`src/rtl/simon_pkg.sv`:
```
// Shared constants and types for the Simon game button path and game FSM.
// Holds the channel count, the debounce default and the button-index width.
package simon_pkg;

    localparam int N_BTNS                 = 4;
    localparam int DEBOUNCE_TICKS_DEFAULT = 250000;
    localparam int BTN_IDX_W              = 2;

    typedef logic [BTN_IDX_W-1:0] btn_idx_t;

    typedef enum logic [1:0] {
        FIFO_EMPTY,
        FIFO_ONE,
        FIFO_TWO
    } fifo_state_t;

    // Lowest set index wins; returns 0 for an all-zero vector.
    function automatic btn_idx_t first_set(input logic [N_BTNS-1:0] v);
        btn_idx_t r;
        r = '0;
        for (int i = N_BTNS - 1; i >= 0; i--) begin
            if (v[i]) r = BTN_IDX_W'(i);
        end
        return r;
    endfunction

endpackage

```
`src/rtl/btn_debounce.sv`:
```
// One button channel: 2-flop synchronizer, stability counter, debounced level
// register and a one-cycle press strobe issued together with the 0->1 level update.
module btn_debounce #(
    parameter int DEBOUNCE_TICKS = simon_pkg::DEBOUNCE_TICKS_DEFAULT
) (
    input  logic clk,
    input  logic rst,
    input  logic btn,
    output logic level,
    output logic press
);

    localparam int CW = (DEBOUNCE_TICKS > 1) ? $clog2(DEBOUNCE_TICKS) : 1;
    localparam logic [CW-1:0] LAST = CW'(DEBOUNCE_TICKS - 1);

    logic          sync1;
    logic          sync2;
    logic [CW-1:0] cnt;

    // The counter never passes LAST: it clears on match or on acceptance.
    always_ff @(posedge clk) begin
        if (rst) begin
            sync1 <= 1'b0;
            sync2 <= 1'b0;
            cnt   <= '0;
            level <= 1'b0;
            press <= 1'b0;
        end else begin
            sync1 <= btn;
            sync2 <= sync1;
            press <= 1'b0;
            if (sync2 == level) begin
                cnt <= '0;
            end else if (cnt == LAST) begin
                level <= sync2;
                press <= sync2;
                cnt   <= '0;
            end else begin
                cnt <= cnt + 1'b1;
            end
        end
    end

endmodule

```
`src/rtl/btn_event_encoder.sv`:
```
// Debounces four buttons, priority-encodes press strobes and queues them in a
// 2-entry event buffer with valid/ack handshake and a sticky overflow flag.
module btn_event_encoder
    import simon_pkg::*;
#(
    parameter int DEBOUNCE_TICKS = DEBOUNCE_TICKS_DEFAULT,
    parameter int NUM_BTNS       = N_BTNS
) (
    input  logic                CLK,
    input  logic                RST,
    input  logic [NUM_BTNS-1:0] BTN,
    output logic [NUM_BTNS-1:0] btn_level,
    output logic                ev_valid,
    output btn_idx_t            ev_code,
    input  logic                ev_ack,
    output logic                ev_overflow
);

    logic [NUM_BTNS-1:0] press;
    logic                strobe;
    btn_idx_t            code;

    for (genvar g = 0; g < NUM_BTNS; g++) begin : g_ch
        btn_debounce #(
            .DEBOUNCE_TICKS(DEBOUNCE_TICKS)
        ) u_db (
            .clk  (CLK),
            .rst  (RST),
            .btn  (BTN[g]),
            .level(btn_level[g]),
            .press(press[g])
        );
    end

    assign strobe = |press;
    assign code   = first_set(press);

    fifo_state_t state, state_nxt;
    btn_idx_t    head, head_nxt;
    btn_idx_t    tail, tail_nxt;
    logic        ovf_nxt;

    always_comb begin
        state_nxt = state;
        head_nxt  = head;
        tail_nxt  = tail;
        ovf_nxt   = ev_overflow;
        case (state)
            FIFO_EMPTY: begin
                if (strobe) begin
                    state_nxt = FIFO_ONE;
                    head_nxt  = code;
                end
            end
            FIFO_ONE: begin
                if (strobe && !ev_ack) begin
                    state_nxt = FIFO_TWO;
                    tail_nxt  = code;
                end else if (!strobe && ev_ack) begin
                    state_nxt = FIFO_EMPTY;
                end else if (strobe && ev_ack) begin
                    head_nxt = code;
                end
            end
            FIFO_TWO: begin
                if (ev_ack) begin
                    head_nxt = tail;
                    if (strobe) tail_nxt = code;
                    else        state_nxt = FIFO_ONE;
                end else if (strobe) begin
                    ovf_nxt = 1'b1;
                end
            end
            default: state_nxt = FIFO_EMPTY;
        endcase
    end

    always_ff @(posedge CLK) begin
        if (RST) begin
            state       <= FIFO_EMPTY;
            head        <= '0;
            tail        <= '0;
            ev_overflow <= 1'b0;
        end else begin
            state       <= state_nxt;
            head        <= head_nxt;
            tail        <= tail_nxt;
            ev_overflow <= ovf_nxt;
        end
    end

    assign ev_valid = (state != FIFO_EMPTY);
    assign ev_code  = head;

endmodule

```
`config.mk`:
```
export PLATFORM = sky130hd
export DESIGN_NAME = btn_event_encoder
export DESIGN_NICKNAME = d
export VERILOG_FILES = /design/src/rtl/simon_pkg.sv /design/src/rtl/btn_debounce.sv /design/src/rtl/btn_event_encoder.sv
export SDC_FILE = /design/constraint.sdc
export NUM_CORES = 1
export LEC_CHECK = 0
export ABC_CLOCK_PERIOD_IN_PS = 2800
export CAP_MARGIN = 20
export CORE_UTILIZATION = 40
export DETAILED_ROUTE_END_ITERATION = 16
export PLACE_DENSITY = 0.61
export SYNTH_ARGS = -nofsm -noshare
export SYNTH_HDL_FRONTEND = slang
export SYNTH_SLANG_ARGS = --single-unit
```
`constraint.sdc`:
```
create_clock -name CLK -period 2.8 [get_ports CLK]
set_input_delay 0.7 -clock CLK [delete_from_list [all_inputs] [get_ports CLK]]
set_output_delay 0.7 -clock CLK [all_outputs]
set_load 0.02 [all_outputs]
```
* Word-level counts from Yosys, hierarchy flattened
Cells that the tools add are included.
** Word-level totals
- Output and inout bits :: 8
- Bits of input ports :: 7
- Register bits :: 95
- Word-level logic and storage cells :: 101
** Cells by class
- Equality and inequality tests :: 19
- Bitwise gates (word level) :: 9
- $add $sub $neg :: 4
- Muxes and demuxes :: 19
- Reductions and logical operators :: 26
** Operator list (number)
- 18-bit by 1-bit adder with 18-bit output, second input constant :: 4
- 18-bit equality test, second input constant :: 4
- 2-bit 2-to-1 mux :: 16
- 3-bit OR reduction :: 8
- 2-bit inequality test, second input constant :: 8
- 2-bit one-hot mux with 3 select lines :: 2
- 1-bit NOT :: 9
- 2-bit AND reduction :: 4
- 4-bit AND reduction :: 2
- 6-bit AND reduction :: 1
- 1-bit equality test :: 4
- 2-bit one-hot mux with 2 select lines :: 1
- 2-bit nonzero test :: 2
- 4-bit OR reduction :: 1
- 1-bit logical AND :: 3
- 3-bit inequality test, second input constant :: 1
- 3-bit AND reduction :: 1
- 3-bit nonzero test :: 1
- 2-bit by 1-bit equality test with 1-bit output, second input constant :: 1
- 2-bit equality test, second input constant :: 1
- 1-bit logical NOT :: 2
- 2-bit logical NOT :: 1

* Logic depth before layout (Yosys ltp)
- Depth after elaboration :: 8
- Depth in mapped cells :: 8
- Gate-level depth less buffers :: 8

* Hierarchy
From an unflattened synthesis, not the netlist that was laid out.
** Unflattened totals
- Cell total of the unflattened synthesis :: 480
- Area, all modules :: 4347.9 um2
** By module, submodules not included
- btn_debounce :: area an instance 965.9 um2, cells an instance 106, seq. area each 440.4 um2, instances 4
- btn_event_encoder :: area an instance 484.2 um2, cells an instance 56, seq. area each 140.1 um2, instances 1

* Worst setup path after synthesis
No wires, ideal clock.
- Path kind :: reg-to-reg
- Start point :: register g_ch[0].u_db.cnt[0]
- End point :: register g_ch[0].u_db.cnt[11]
- Cell stages (with the launch flop) :: 7
- Buffers on the path :: 1
- Required time :: 2.685 ns
- Arrival time :: 1.709 ns
- Period minus slack after synthesis :: 1.825 ns
- Library setup time :: 0.115 ns
- Path slack :: 0.975 ns
- Path through :: dfxtp_1 > ha_1 > nand3_2 > or4_4 > o21ai_4 > buf_12 > nor2_2
** Between the ends
- Longest elaborated chain between the ends :: 2
- Elaborated cells between the ends (all ways) :: 3
- Classes of those cells :: 1 x add/sub; 1 x eq/ne; 1 x reduce/logical
** Ends and longest elaborated chain
- start: declaration :: line btn_debounce.sv:18 : logic [CW-1:0] cnt;
- start signal: assignment :: line btn_debounce.sv:39 : cnt <= cnt + 1'b1;
- parallel branches: the longest is 2 deep, another holds 18-bit by 1-bit adder with 18-bit output
Several ways; the timed one is not identified.
A chain may end at the register's enable or synchronous reset.

* Worst setup path in the final report
- Start point :: register state[1]
- End point :: output ev_valid
** Between the ends
- Longest elaborated chain between the ends :: 1
** Ends and longest elaborated chain
- start: declaration :: line btn_event_encoder.sv:38 : fifo_state_t state, state_nxt;
- start signal: assignment :: line btn_event_encoder.sv:85 : state <= state_nxt;
- 2-bit nonzero test :: line btn_event_encoder.sv:92 : assign ev_valid = (state != FIFO_EMPTY);
- end: declaration :: line btn_event_encoder.sv:13 : output logic ev_valid,
Every way passes these cells.

==> flow_summary.ini <==
[timing]
slew_headroom = 0.540
hold_viol_final = 0
tns_ns = 0
finalMaxSlewViolations = 0
fin_worst_skew_ns = 0.0135
setup_viol = 0
fmax_mhz = 439
setup_ws_ns = 0.524
worstMarginPinSlew_ns = 0.689
whs_ns = 0.449
finalCritPeriodShare = 0.813
rsz0062_at_grt = false
finalCriticalPeriod_ns = 2.28

[critical_path]
crit_chain = or2_2 > clkdlybuf4s50_1
cp_slowest_cell = clkdlybuf4s50_1
crit_path_end_kind = primary output
cp_max_fo = 7
crit_buf_inv = 1
crit_required_ns = 2.10
cp_top_family = buffers and inverters
crit_type = register to primary output
cpPeakStageDelay_ns = 0.53
worstSetupStartpointType = register
crit_arrival_ns = 1.58

[synth]
synth_common_cells = dfxtp_1, nor2_1, xnor2_1, nand2_1, nand3_1
synthMuxAreaShare = 0.0144
synthSimpleGateAreaFrac = 0.312
synth-xor-area-share = 0.123
synth_compound_area_frac = 0.0510
synth_top_family_by_area = simple AND/OR/NAND/NOR gates
yosysUniqueCellTypes = 51
ys_ff_latch = 95
yosysWarnings = 0
syn_inst = 481
synth_most_common_cell = dfxtp_1
async_flop_share = 0
yosysSeqAreaShare = 0.445
yosys.area_share.adder = 0.0205
synth_edf_count = 0
synth_area_leader_cell = dfxtp_1
synth.top_cell.area_share = 0.445
synth_area_leaders = dfxtp_1, xnor2_1, nor2_1, nor4_1, nand3_1
syn_area_um2 = 4270
synthesis.nets = 495
synth_flop_cell = dfxtp_1
syn_area_per_cell_um2 = 8.88

[placed_design]
gp_congestion = 0.824
hpwl_mm = 5.59
dp.cells = 620
port_buffers = 14
dp_slack_ns = 0.369

[floorplanning]
ios = 15
coreArea_um2 = 10300
die_w_um = 105
start_util = 0.414
die_y_um = 105
core.rowCount = 37
die_area_um2 = 11100

[routing]
dr.pass1.iters = 4
dr_total_vias = 3279
wl_per_cell_um = 12.4
drc = 0
vias_per_cell = 5.16
first_iter_violations = 103
wirelength_mm = 7.86
drtAntennaViolNets = 0

[min_path]
hp-class = register to register

[global_routing]
grt_pass1_wl_mm = 14.0
grt.total_usage = 0.153
grt_pass1_vias = 3121
overflow = 0
antenna_found_initial = 0
grt_max_degree = 18

[final_layout]
instances_no_fill = 636
multiInputGateArea_um2 = 2220
regArea_um2 = 1900
area_growth_pct = 10.6
final_layout_size_suffix_gt1_frac = 0.0820
final_nets = 509
antenna_cells = 0
fillCellCount = 1013

[cts]
cts-root-buf = clkbuf_8
cts_buffers = 9
cts_hold_buf = 0
cts_setup_buffers = 0
cts.sinks = 95
cts.repair.resized = 0
cts_htree_levels = 3
clkSlewWorstSetupHoldPaths_ns = 0.09
worstSkewPairLatency_ns = 0.36
cts_max_path_buffers = 2
cts_tree = built

[pwr]
p_leak_nw = 1.36
powerDensity_nw_per_um2 = 486
vdd_drop_max_mv = 0.234

[flow_run]
maxCapViolCount = 0

[status]
outcome = finished, final reports clean
-- worst paths after layout --
check / start / slack [ns] / end / depth (start not counted)
max: state[1] / 0.52 / ev_valid / 2
min: g_ch[1].u_db.sync1 / 0.45 / g_ch[1].u_db.sync2 / 1
max reg2reg: g_ch[0].u_db.cnt[0] / 0.65 / g_ch[0].u_db.cnt[2] / 5
min reg2reg: g_ch[1].u_db.sync1 / 0.45 / g_ch[1].u_db.sync2 / 1
-- metal layers --
layer,global-route usage,share of wire,vias to the layer above,wire length [µm]
met1,0.195,0.48,1527,3790
met5,0,0,-,0
met2,0.257,0.48,40,3740
met4,0.0543,0.016,0,122
li1,-,-,1702,-
met3,0.0315,0.026,10,206
-- placed cells by master, fill, tap and decap left out, types with 11 or more instances in the layout --
| master | instances |
|---|---|
| xnor2_1 | 49 |
| nor2_1 | 72 |
| nor4_1 | 25 |
| xor2_1 | 11 |
| nor3_1 | 17 |
| dfxtp_1 | 95 |
| nand2_1 | 27 |
| clkbuf_8 | 13 |
| inv_1 | 14 |
| clkdlybuf4s50_1 | 14 |
| a21oi_1 | 13 |
| nand3_1 | 26 |
| nand4_1 | 19 |
-- cell type report --
class / instances / area share
Multi-Input combinational cell: 357 / 0.471
Sequential cell: 95 / 0.403
Clock buffer: 13 / 0.0379
Timing Repair Buffer: 18 / 0.0360
Tap cell: 136 / 0.0360
Inverter: 14 / 0.0111
Clock inverter: 3 / 0.00504
-- report_power, final --
part | internal, mW | switching [mW] | total, mW
clock network | 0.424 | 0.470 | 0.894
registers | 1.36 | 0.00440 | 1.36
logic | 0.0180 | 0.0225 | 0.0404
-- stage by stage --
stage	cell area (µm²)	power, mW	utilization
2_1_floorplan	4270	1.42	-
3_3_place_gp	4520	1.43	0.438
3_5_place_dp	4520	1.43	0.438
4_1_cts	4720	2.33	0.457
5_1_grt	4720	2.38	0.457
6_report	4720	2.30	0.457
-- logic make-up after synthesis --
group | count (synthesis)
flip-flops | 95
multiplexers | 6
AND/OR/NAND/NOR | 250
adder cells (fa/ha/maj) | 7
buffers and inverters | 29
XOR/XNOR | 60
AO/OA/AOI/OAI | 34
-- sequential cells by signal (all words and copies together) (netlist names) --
signal / cells
ev_code: 2
g_ch.u_db.press: 4
g_ch.u_db.sync1: 4
g_ch.u_db.cnt: 72
tail: 2
g_ch.u_db.level: 4
ev_overflow: 1
g_ch.u_db.sync2: 4
state: 2
Power figures use the tool's default switching activity.
